===== src/rtl/rv32m_pkg.sv =====
// Shared RV32M constants: funct3 select codes, divider FSM encoding and the
// MULDIV opcode/funct7 pattern used by the ID decoder and the execution units.
package rv32m_pkg;

   // R-type OP opcode and the funct7 value that selects the M extension
   localparam logic [6:0] OPCODE_OP    = 7'b0110011;
   localparam logic [6:0] FUNCT7_MULDIV = 7'b0000001;

   // Divide-group funct3 codes; bit 2 set marks the divide group
   localparam logic [2:0] FUNCT3_DIV  = 3'b100;
   localparam logic [2:0] FUNCT3_DIVU = 3'b101;
   localparam logic [2:0] FUNCT3_REM  = 3'b110;
   localparam logic [2:0] FUNCT3_REMU = 3'b111;

   // Divider FSM state encoding
   localparam logic [1:0] S_IDLE = 2'd0;
   localparam logic [1:0] S_CALC = 2'd1;
   localparam logic [1:0] S_DONE = 2'd2;

endpackage


===== src/rtl/rv32m_div_unit.sv =====
// Iterative radix-2 restoring divider for DIV/DIVU/REM/REMU. Works on operand
// magnitudes and applies the sign fix-up on the final iteration. Divide-by-zero
// and signed overflow bypass the iterations and finish in a single cycle.
module rv32m_div_unit
   import rv32m_pkg::*;
#(
   parameter int unsigned DATA_WIDTH = 32
) (
   input  logic                  clk,
   input  logic                  n_rst,
   input  logic                  i_start,
   input  logic [2:0]            i_Funct3,
   input  logic [DATA_WIDTH-1:0] i_Dividend,
   input  logic [DATA_WIDTH-1:0] i_Divisor,
   input  logic                  i_kill,
   output logic                  o_ctrl_Busy,
   output logic                  o_valid,
   output logic [DATA_WIDTH-1:0] o_Result
);

   localparam int unsigned CW = (DATA_WIDTH > 1) ? $clog2(DATA_WIDTH) : 1;
   localparam logic [CW-1:0] CNT_LAST = CW'(DATA_WIDTH - 1);
   localparam logic [DATA_WIDTH-1:0] MIN_NEG = {1'b1, {(DATA_WIDTH-1){1'b0}}};

   logic [1:0]            state_q, state_d;
   logic [CW-1:0]         cnt_q, cnt_d;
   logic                  op_rem_q, op_rem_d;
   logic                  neg_quo_q, neg_quo_d;
   logic                  neg_rem_q, neg_rem_d;
   logic [DATA_WIDTH-1:0] dvd_q, dvd_d;   // dividend shifting out, quotient shifting in
   logic [DATA_WIDTH-1:0] dsr_q, dsr_d;
   logic [DATA_WIDTH-1:0] rem_q, rem_d;
   logic [DATA_WIDTH-1:0] result_q, result_d;

   logic                  is_signed, sign_a, sign_b;
   logic [DATA_WIDTH-1:0] abs_a, abs_b;
   logic                  accept, div_zero, overflow;
   logic [DATA_WIDTH-1:0] special_res;
   logic [DATA_WIDTH:0]   rem_shift, rem_diff;
   logic                  q_bit;
   logic [DATA_WIDTH-1:0] rem_step, quo_step, quo_fin, rem_fin;

   // Request decode and operand magnitudes
   always_comb begin
      is_signed = ~i_Funct3[0];
      sign_a    = is_signed & i_Dividend[DATA_WIDTH-1];
      sign_b    = is_signed & i_Divisor[DATA_WIDTH-1];
      abs_a     = sign_a ? (~i_Dividend + 1'b1) : i_Dividend;
      abs_b     = sign_b ? (~i_Divisor + 1'b1) : i_Divisor;
      accept    = (state_q == S_IDLE) & i_start & i_Funct3[2] & ~i_kill;
      div_zero  = (i_Divisor == '0);
      overflow  = is_signed & (i_Dividend == MIN_NEG) & (i_Divisor == '1);
      if (div_zero) begin
         special_res = i_Funct3[1] ? i_Dividend : '1;
      end else begin
         special_res = i_Funct3[1] ? '0 : MIN_NEG;
      end
   end

   // One restoring step plus the sign-corrected final values
   always_comb begin
      // Remainder is kept one bit wider during the compare so no bit is lost
      rem_shift = {rem_q, dvd_q[DATA_WIDTH-1]};
      rem_diff  = rem_shift - {1'b0, dsr_q};
      q_bit     = (rem_shift >= {1'b0, dsr_q});
      rem_step  = q_bit ? rem_diff[DATA_WIDTH-1:0] : rem_shift[DATA_WIDTH-1:0];
      quo_step  = {dvd_q[DATA_WIDTH-2:0], q_bit};
      quo_fin   = neg_quo_q ? (~quo_step + 1'b1) : quo_step;
      rem_fin   = neg_rem_q ? (~rem_step + 1'b1) : rem_step;
   end

   // FSM and datapath next-state
   always_comb begin
      state_d   = state_q;
      cnt_d     = cnt_q;
      op_rem_d  = op_rem_q;
      neg_quo_d = neg_quo_q;
      neg_rem_d = neg_rem_q;
      dvd_d     = dvd_q;
      dsr_d     = dsr_q;
      rem_d     = rem_q;
      result_d  = result_q;
      case (state_q)
         S_IDLE: begin
            if (accept) begin
               op_rem_d  = i_Funct3[1];
               neg_quo_d = sign_a ^ sign_b;
               neg_rem_d = sign_a;
               dvd_d     = abs_a;
               dsr_d     = abs_b;
               rem_d     = '0;
               cnt_d     = CNT_LAST;
               if (div_zero || overflow) begin
                  result_d = special_res;
                  state_d  = S_DONE;
               end else begin
                  state_d  = S_CALC;
               end
            end
         end
         S_CALC: begin
            rem_d = rem_step;
            dvd_d = quo_step;
            cnt_d = cnt_q - 1'b1;
            if (cnt_q == '0) begin
               result_d = op_rem_q ? rem_fin : quo_fin;
               state_d  = S_DONE;
            end
         end
         S_DONE:  state_d = S_IDLE;
         default: state_d = S_IDLE;
      endcase
      // A flush abandons the operation and leaves the last result in place
      if (i_kill) begin
         state_d  = S_IDLE;
         result_d = result_q;
      end
   end

   // State registers
   always_ff @(posedge clk or negedge n_rst) begin
      if (!n_rst) begin
         state_q   <= S_IDLE;
         cnt_q     <= '0;
         op_rem_q  <= 1'b0;
         neg_quo_q <= 1'b0;
         neg_rem_q <= 1'b0;
         dvd_q     <= '0;
         dsr_q     <= '0;
         rem_q     <= '0;
         result_q  <= '0;
      end else begin
         state_q   <= state_d;
         cnt_q     <= cnt_d;
         op_rem_q  <= op_rem_d;
         neg_quo_q <= neg_quo_d;
         neg_rem_q <= neg_rem_d;
         dvd_q     <= dvd_d;
         dsr_q     <= dsr_d;
         rem_q     <= rem_d;
         result_q  <= result_d;
      end
   end

   // Busy covers the request cycle so the pipeline freezes immediately
   always_comb begin
      o_ctrl_Busy = accept | (state_q == S_CALC);
      o_valid     = (state_q == S_DONE) & ~i_kill;
      o_Result    = result_q;
   end

endmodule


===== config.mk =====
export PLATFORM = sky130hd
export DESIGN_NAME = rv32m_div_unit
export DESIGN_NICKNAME = d
export VERILOG_FILES = /design/src/rtl/rv32m_pkg.sv /design/src/rtl/rv32m_div_unit.sv
export SDC_FILE = /design/constraint.sdc
export NUM_CORES = 1
export LEC_CHECK = 0
export CAP_MARGIN = 40
export CORE_AREA = 3 3 138 140
export DETAILED_ROUTE_END_ITERATION = 10
export DIE_AREA = 0 0 141 143
export PLACE_DENSITY_LB_ADDON = 0.12
export RECOVER_POWER = 50
export SLEW_MARGIN = 30
export SYNTH_ARGS = -nofsm -noshare
export SYNTH_HDL_FRONTEND = slang
export SYNTH_SLANG_ARGS = --single-unit

===== constraint.sdc =====
create_clock -name clk -period 9.26 [get_ports clk]
set_input_delay 2.315 -clock clk [delete_from_list [all_inputs] [get_ports clk]]
set_output_delay 2.315 -clock clk [all_outputs]
set_load 0.05 [all_outputs]

# After elaboration in Yosys (flattened, before gate mapping)
# Index checks and enable logic that the tools add are counted.
# W data, S select, Z words.
word_totals:
  register_bits: 138
  latchBits: 0
  ram_bits: 0
  romBits: 0
  input_bits: 71
  out_inout_bits: 34
  memories: 0
classes:
  add_sub_neg: 6
  multipliers: 0
  div: 0
  magnitude_cmp: 1
  eq_ne: 9
  shift: 0
  n_mux: 24
  n_bitwise: 16
  n_reduce_logical: 9
op_table:
  columns: ["cell", "n"]
  rows:
  - ["$mux W32", 14]
  - ["$pmux W32 S2", 3]
  - ["$add A32 B1 Y32 const B", 4]
  - ["$not A32 Y32", 4]
  - ["$eq A32 B32 Y1 const B", 2]
  - ["$ge A33 B32 Y1", 1]
  - ["$logic_not A32 Y1", 1]
  - ["$sub A32 B32 Y32", 1]
  - ["$pmux W5 S2", 1]
  - ["$and A1 B1 Y1", 8]
  - ["$mux W2", 4]
  - ["$ne A3 B3 Y1 const B", 2]
  - ["$reduce_and A2 Y1", 3]
  - ["$logic_not A5 Y1", 1]
  - ["$mux W5", 1]
  - ["$reduce_and A5 Y1", 1]
  - ["$sub A5 B1 Y5 const B", 1]
  - ["$ne A2 B2 Y1 const B", 2]
  - ["$pmux W2 S2", 1]
  - ["$eq A2 B1 Y1 const B", 1]
  - ["$eq A2 B2 Y1 const B", 1]
  - ["$logic_not A2 Y1", 1]
  - ["$ne A2 B1 Y1 const B", 1]
  - ["$not A1 Y1", 2]
  - ["other kinds (4)", 4]

# Longest topological paths before layout
# Gate-level depths: netlist of run 1.
logic_depth:
  ltp_word: 8
  ltp_mapped: 24
  depth_no_buf: 20

# Worst setup path before layout of run 1
# Ideal clock, no wire load.
synth_timing:
  path_type: "input to output"
  startpoint: "input i_Funct3[2]"
  endpoint: "output o_ctrl_Busy"
  arrival_ns: 3.648
  t_required_ns: 6.945
  setup_slack_ns: 3.297
  path_stages: 5
  path_buffers: 1
  path_cell_list: "nand2_1 -> nor4_1 -> nor2_1 -> clkbuf_1 -> inv_1"
synth_via:
  elab_chain_cells: 3
synth_lines:
  columns: ["item", "line_no", "source"]
  rows:
  - ["start: declaration", "rv32m_div_unit.sv:12", "input logic [2:0] i_Funct3,"]
  - ["$and A1 B1 Y1 (2 in series)", "rv32m_div_unit.sv:50", "accept = (state_q == S_IDLE) & i_start & i_Funct3[2] & ~i_kill;"]
  - ["$or A1 B1 Y1", "rv32m_div_unit.sv:147", "o_ctrl_Busy = accept | (state_q == S_CALC);"]
  - ["end: declaration", "rv32m_div_unit.sv:16", "output logic o_ctrl_Busy,"]
# No other way between the ends.

# Worst setup path after layout of run 1
# Ends and elaborated chain as after synthesis.

==> impl_metrics.py, run 1 <==
metrics = {
    "outcome": {
        "violations": "capacitance limit, slew limit",
        "outcome": "complete, but fails checks",
    },
    "clock_network": {
        "clk_transition_reported_paths_ns": 0.06,
        "clock_sinks": 138,
        "clock_path_buffers": 2,
        "postCtsSetupBuffers": 0,
        "cts_tree": "built",
        "clock_latency_ns": 0.43,
        "cts_max_level": 4,
        "post_cts_resized": 0,
        "cts_made_buffers": 17,
        "holdBufCountCts": 0,
        "ctsRootBufferMaster": "clkbuf_16",
    },
    "logic_synthesis": {
        "ys_seq_area_share_pct": 30.1,
        "ys_ff_latch": 138,
        "yosysMostFrequentCell": "o21ai_0",
        "syn_avg_cell_area_um2": 7.87,
        "syn_area_um2": 11500,
        "synth_area_leader_cell": "dfrtp_1",
        "synth_edf_count": 0,
        "synth_nets": 1568,
        "async_reset_ff_share_pct": 100,
        "synth_top_area_share_pct": 30.1,
        "syn_inst": 1457,
        "synth_top_cells_by_count": "o21ai_0, nand2_1, dfrtp_1",
        "synth_warnings": 0,
        "synth.distinct_cells": 83,
        "ys.flop_type": "dfrtp_1",
        "synthTopCellsByArea": "dfrtp_1, o21ai_0, nand2_1",
    },
    "floorplan": {
        "die_x_um": 141,
        "start_util_pct": 63.8,
        "die_area_um2": 20200,
        "die_h_um": 143,
        "coreArea_um2": 18000,
        "rows": 49,
        "pin_count": 105,
    },
    "placement": {
        "io_buffers": 104,
        "dp_hpwl_um": 28300,
        "finalWeightedCongestion": 1.03,
    },
    "detailed_routing": {
        "totalWireLength_um": 38100,
        "dr.pass1.iters": 6,
        "num_vias": 12000,
        "wl_per_cell_um": 21.7,
        "drc": 0,
        "drt_iter0_markers": 1690,
        "ant_nets": 0,
        "vias_per_cell": 6.84,
    },
    "layout": {
        "nNetsFinal": 1626,
        "seqCellArea_um2": 3450,
        "multi_input_area_um2": 7460,
        "nFillCells": 1449,
        "n_antenna_cell": 0,
        "areaGrowthSynthToFinish_pct": 14.9,
        "drive_gt1_share_pct": 5.37,
    },
    "timing": {
        "post-route-min-period_ns": 7.52,
        "max_slew_margin_pct": -85.3,
        "post-route-period-util_pct": 81.2,
        "tightest_slew_ns": 2.78,
        "fmax_mhz": 133,
        "setup_tns_ns": 0,
        "setup_viol": 0,
        "finalHoldWorstSlack_ns": 0.476,
        "finClkSkew_ns": 0.0130,
        "slew_violations": 162,
        "rsz0062_at_grt": "no",
        "finalHoldViolCount": 0,
    },
    "power": {
        "p_int_uw": 2120,
        "pwr-share-seq_pct": 21.2,
        "p_sw_share_pct": 52.1,
        "combPwrFrac_pct": 63.5,
        "peakVddDrop_uv": 406,
        "share_clk_of_total_power_pct": 15.3,
        "cellLeakagePower_uw": 0.00532,
        "power_density_nw_per_um2": 336,
        "p_switching_uw": 2300,
    },
    "worst_setup_path": {
        "slowest_stage": "clkdlybuf4s50_1",
        "cp-end-kind": "output port",
        "worstPathArrival_ns": 5.20,
        "crit_buf_inv": 5,
        "crit_type": "in -> out",
        "worstPathMaxFanout": 59,
        "path_cells": "dlygate4sd3_1 > nand2_1 > nor4_1 > clkbuf_1 > nor2_4 > buf_4 > inv_1 > clkdlybuf4s50_1",
        "critPathMaxStageDelay_ns": 0.84,
        "critPathRequiredTime_ns": 6.95,
        "setup.worst_path.start_class": "input port",
        "critPathTopFamily": "buffers and inverters",
    },
    "global_routing": {
        "antenna_found_initial": 1,
        "grt_pass1_vias": 10600,
        "grt_max_degree": 98,
        "grt_overflow": 0,
        "grt_usage_pct": 37.2,
        "grt_pass1_wl_um": 58900,
    },
    "flow_run": {
        "maxCapViolCount": 3,
    },
    "hold_path": {
        "hold_class": "reg -> reg",
    },
}
sequential cells by signal (all words and copies together) (netlist names):
name and flops:
dsr_q 32, state_q 2, neg_quo_q 1, o_Result 32, rem_q 32, neg_rem_q 1, cnt_q 5, dvd_q 32
op_rem_q 1
per-layer routing:
metal / global-route usage (%) / vias to the layer above / share of wire (%)
met5: 0 / - / 0.021
met1: 53.5 / 5627 / 41
met2: 56.1 / 787 / 43
li1: - / 5474 / -
met3: 9.14 / 118 / 12
met4: 10.8 / 2 / 3.4
cells in the final DEF, fill, tap and decap left out, types with 9 or more instances in the layout:
| cell type | n |
|---|---|
| nor4_1 | 15 |
| or3_1 | 21 |
| clkdlybuf4s50_1 | 102 |
| a21o_1 | 14 |
| o211ai_1 | 17 |
| o31ai_1 | 27 |
| and3_1 | 13 |
| inv_1 | 62 |
| ha_1 | 39 |
| xnor2_1 | 68 |
| nor2_1 | 86 |
| nand4_1 | 22 |
| o21a_1 | 9 |
| xor2_1 | 59 |
| nand2b_1 | 11 |
| a22oi_1 | 33 |
| a31oi_1 | 26 |
| or4_1 | 9 |
| and2_1 | 9 |
| o21ai_0 | 196 |
| nand2_1 | 163 |
| a211oi_1 | 10 |
| nor3_1 | 42 |
| dfrtp_1 | 138 |
| a21oi_1 | 87 |
| clkbuf_16 | 17 |
| mux2i_1 | 22 |
| nand3_1 | 37 |
| o41ai_1 | 12 |
cell families after synthesis:
kind of cell	share of synthesized area, %
compound gates	28.1
xor+xnor	9.70
fa+ha+maj	4.43
buf+inv	5.00
flops	30.1
mux	2.74
simple gates	19.9
per-stage QoR:
step                util [%]  instance area [µm²]  total power [µW]  std cells  setup WS [ns]
floorplan                  -                11500              2880       1457           3.30
global placement        69.9                12600              3590       1718           2.25
detailed placement      70.1                12600              3630       1721           2.20
CTS                     73.3                13200              4320       1752           2.20
global route            73.3                13200              4660       1756           1.60
finish                  73.3                13200              4430       1756           1.74
cell type report:
| class | count | share of cell area, % |
|---|---|---|
| multi-input cells | 1174 | 56.7 |
| flip-flops and latches | 138 | 26.2 |
| repair buffers | 120 | 8.76 |
| clock inverters | 13 | 1.08 |
| clock buffers | 18 | 3.26 |
| well taps | 229 | 2.18 |
| inverters | 64 | 1.84 |
worst paths after layout:
check	from	endpoint	slack [ns]	depth (start not counted)
max in group asynchronous	n_rst	dsr_q[11]	2.41	3
hold reg to reg	o_Result[20]	o_Result[20]	0.48	2
setup reg to reg	dsr_q[1]	o_Result[22]	2.93	20
min in group asynchronous	n_rst	rem_q[19]	2.48	1
hold / removal	o_Result[20]	o_Result[20]	0.48	2
setup / recovery	i_Funct3[2]	o_ctrl_Busy	1.74	8
power by group through the flow:
stage	logic, µW	registers (µW)	clock network (µW)
floorplan	2020	868	0
global placement	2650	938	0
detailed placement	2700	934	0
CTS	2720	926	677
global route	3010	951	700
finish	2810	938	675
worst min-delay path, stage by stage, from the launching register on:
cell,delay [ns]
dfrtp_1,0.34
nand2_1,0.05
o21ai_0,0.06
Power figures use the tool's default switching activity.
==> inputs of run 2 (changes only) <==
--- a/config.mk
+++ b/config.mk
@@ -6,9 +6,9 @@
 export NUM_CORES = 1
 export LEC_CHECK = 0
 export CAP_MARGIN = 40
-export CORE_AREA = 3 3 138 140
+export CORE_AREA = 3 3 150 152
 export DETAILED_ROUTE_END_ITERATION = 10
-export DIE_AREA = 0 0 141 143
+export DIE_AREA = 0 0 153 155
 export PLACE_DENSITY_LB_ADDON = 0.12
 export RECOVER_POWER = 50
 export SLEW_MARGIN = 30
==> constraint.sdc (replaced) <==
create_clock -name clk -period 6.2 [get_ports clk]
set_input_delay 1.55 -clock clk [delete_from_list [all_inputs] [get_ports clk]]
set_output_delay 1.55 -clock clk [all_outputs]
set_load 0.05 [all_outputs]
==> run 2 against run 1 <==
The run still ends with capacitance limit, slew limit left. Critical path depth increased by 2. Routed wire length increased by 2.3%. Final cell count increased by 2.8%. Setup slack got worse by 1.1 ns. Count of clock-buffer cells in the layout unchanged. Non-clock buffer count increased by 3. Sequential share of layout area decreased by 0.24 points. Global-route usage decreased by 5.0 points. Critical path type is now in -> reg. Highest routed layer unchanged.
==> impl_metrics.py, run 2 (same netlist as run 1, synthesis figures left out) <==
metrics = {
    "layout": {
        "areaGrowthSynthToFinish_pct": 16.0,
        "n_antenna_cell": 0,
        "final_cells": 1805,
        "drive_gt1_share_pct": 5.42,
        "nFillCells": 1935,
        "layout_commonest_cell": "o21ai_0",
        "final_util_pct": 62.8,
        "nNetsFinal": 1629,
        "final_cell_mix": "o21ai_0, nand2_1, dfrtp_1",
    },
    "placement": {
        "finalWeightedCongestion": 0.981,
        "dp_slack_ns": 0.933,
        "dp_hpwl_um": 29700,
        "dp.cells": 1774,
        "io_buffers": 104,
    },
    "floorplan": {
        "die_h_um": 155,
        "rows": 53,
        "die_area_um2": 23700,
        "pin_count": 105,
        "coreArea_um2": 21200,
        "die_x_um": 153,
        "start_util_pct": 54.2,
    },
    "detailed_routing": {
        "vias_per_cell": 6.47,
        "drc": 0,
        "totalWireLength_um": 39000,
        "num_vias": 11700,
        "ant_nets": 0,
        "wl_per_cell_um": 21.6,
        "dr.pass1.iters": 5,
        "drt_iter0_markers": 1228,
    },
    "clock_network": {
        "postCtsSetupBuffers": 0,
        "ctsRootBufferMaster": "clkbuf_16",
        "post_cts_resized": 0,
        "cts_tree": "built",
        "cts_made_buffers": 17,
        "clock_path_buffers": 2,
        "clock_latency_ns": 0.44,
        "holdBufCountCts": 0,
        "clock_sinks": 138,
        "cts_max_level": 4,
        "clk_transition_reported_paths_ns": 0.06,
    },
    "worst_setup_path": {
        "crit_end": "o_Result[24]",
        "path_cells": "dlygate4sd3_1 > nor4_1 > nor2_4 > clkbuf_1 > or3_1 > inv_1 > buf_4 > and4_1 > mux2i_1 > o211ai_1",
        "slowest_stage": "clkbuf_1",
        "worstPathMaxFanout": 58,
        "setup.worst_path.start_class": "input port",
        "crit_buf_inv": 4,
        "ff2ff_setup_slack_ns": 0.80,
        "critPathRequiredTime_ns": 6.50,
        "cp-end-kind": "flip-flop",
        "startpoint": "i_kill",
        "crit_type": "in -> reg",
        "cp_num_cells": 10,
        "critPathMaxStageDelay_ns": 2.15,
        "critPathTopFamily": "buffers and inverters",
        "r2r_end": "o_Result[22]",
        "r2r_cells": 20,
        "worstPathArrival_ns": 5.88,
        "timing.rr.start": "dsr_q[1]",
    },
    "timing": {
        "finClkSkew_ns": 0.0113,
        "slew_violations": 143,
        "rsz0062_at_grt": "no",
        "setup_viol": 0,
        "setup_tns_ns": 0,
        "max_slew_margin_pct": -104,
        "post-route-period-util_pct": 90.0,
        "setup_ws_ns": 0.620,
        "fmax_mhz": 179,
        "post-route-min-period_ns": 5.58,
        "tightest_slew_ns": 3.06,
        "finalHoldViolCount": 0,
    },
    "global_routing": {
        "grt_overflow": 0,
        "grt_pass1_vias": 10800,
        "grt_usage_pct": 32.2,
        "antenna_found_initial": 1,
        "grt_pass1_wl_um": 61000,
        "grt_max_degree": 69,
    },
    "flow_run": {
        "maxCapViolCount": 3,
    },
    "outcome": {
        "violations": "capacitance limit, slew limit",
        "outcome": "complete, but fails checks",
    },
    "power": {
        "peakVddDrop_uv": 368,
        "cellLeakagePower_uw": 0.00538,
        "power_density_nw_per_um2": 500,
        "report.power.total_uw": 6650,
    },
    "hold_path": {
        "hold_class": "reg -> reg",
    },
}
-- run 2: cell types whose count changed in the layout (fill, tap and decap cells not counted), sizes merged --
cell           change
buf                +6
bufinv             +1
clkbuf             -3
clkdlybuf4s50      -3
clkinv             +1
clkinvlp           -1
dlygate4sd3        +3
inv                -1
-- run 2: per-stage QoR --
| step | cell area, µm² | hold WS, ns |
|---|---|---|
| after global routing | 13300 | 0.508 |
| after CTS | 13300 | 0.481 |
| final | 13300 | 0.474 |
| after floorplan | 11500 | 0.446 |
| after detailed placement | 12700 | 0.470 |
| after global placement | 12700 | 0.460 |
-- run 2: metal layers --
metal	routed length (µm)	track usage, %
met1	17000	46.0
met2	16700	47.2
met3	4310	9.87
met4	982	9.42
met5	36	0
-- run 2: how the worst min path moves through the flow --
stage                       startpoint            to  slack, ns  cells after the start
after CTS                     cnt_q[3]      cnt_q[3]       0.48                      1
after detailed placement   o_Result[0]   o_Result[0]       0.47                      2
after global routing       o_Result[0]   o_Result[0]       0.51                      2
after floorplan               cnt_q[3]      cnt_q[3]       0.45                      1
final                      o_Result[0]   o_Result[0]       0.47                      2
after global placement    o_Result[20]  o_Result[20]       0.46                      2
-- run 2: cell type report --
cell class                 instances  area, µm²  share of cell area (%)
multi-input combinational       1174       7450                    56.1
sequential                       138       3450                    26.0
inverter                          64        243                    1.83
tap                              275        344                    2.59
clock inverter                    13        169                    1.27
timing repair buffer             123       1200                    9.04
clock buffer                      18        429                    3.23
-- run 2: power by group --
part / switching, µW / leakage (µW) / internal, µW
sequential: 289 / 0.00177 / 1110
clock: 434 / 0.000291 / 635
combinational: 2700 / 0.00331 / 1480
total: 3420 / 0.00538 / 3220
-- run 2: worst reg2reg max path, stage by stage (launching register included) --
cell and delay (ns):
dfrtp_1 0.38, inv_1 0.12, ha_1 0.28, nor2b_1 0.16, o2111ai_1 0.60, a211oi_4 0.18
o31ai_4 0.54, nand2_4 0.19, inv_4 0.10, mux2i_1 0.29, ha_1 0.33, nand3b_1 0.16
nor4_1 0.40, inv_1 0.11, nor3_1 0.16, a41oi_1 0.10, or2_2 0.37, o31ai_2 0.29
xnor2_1 0.14, a221o_1 0.34, o21ai_1 0.12
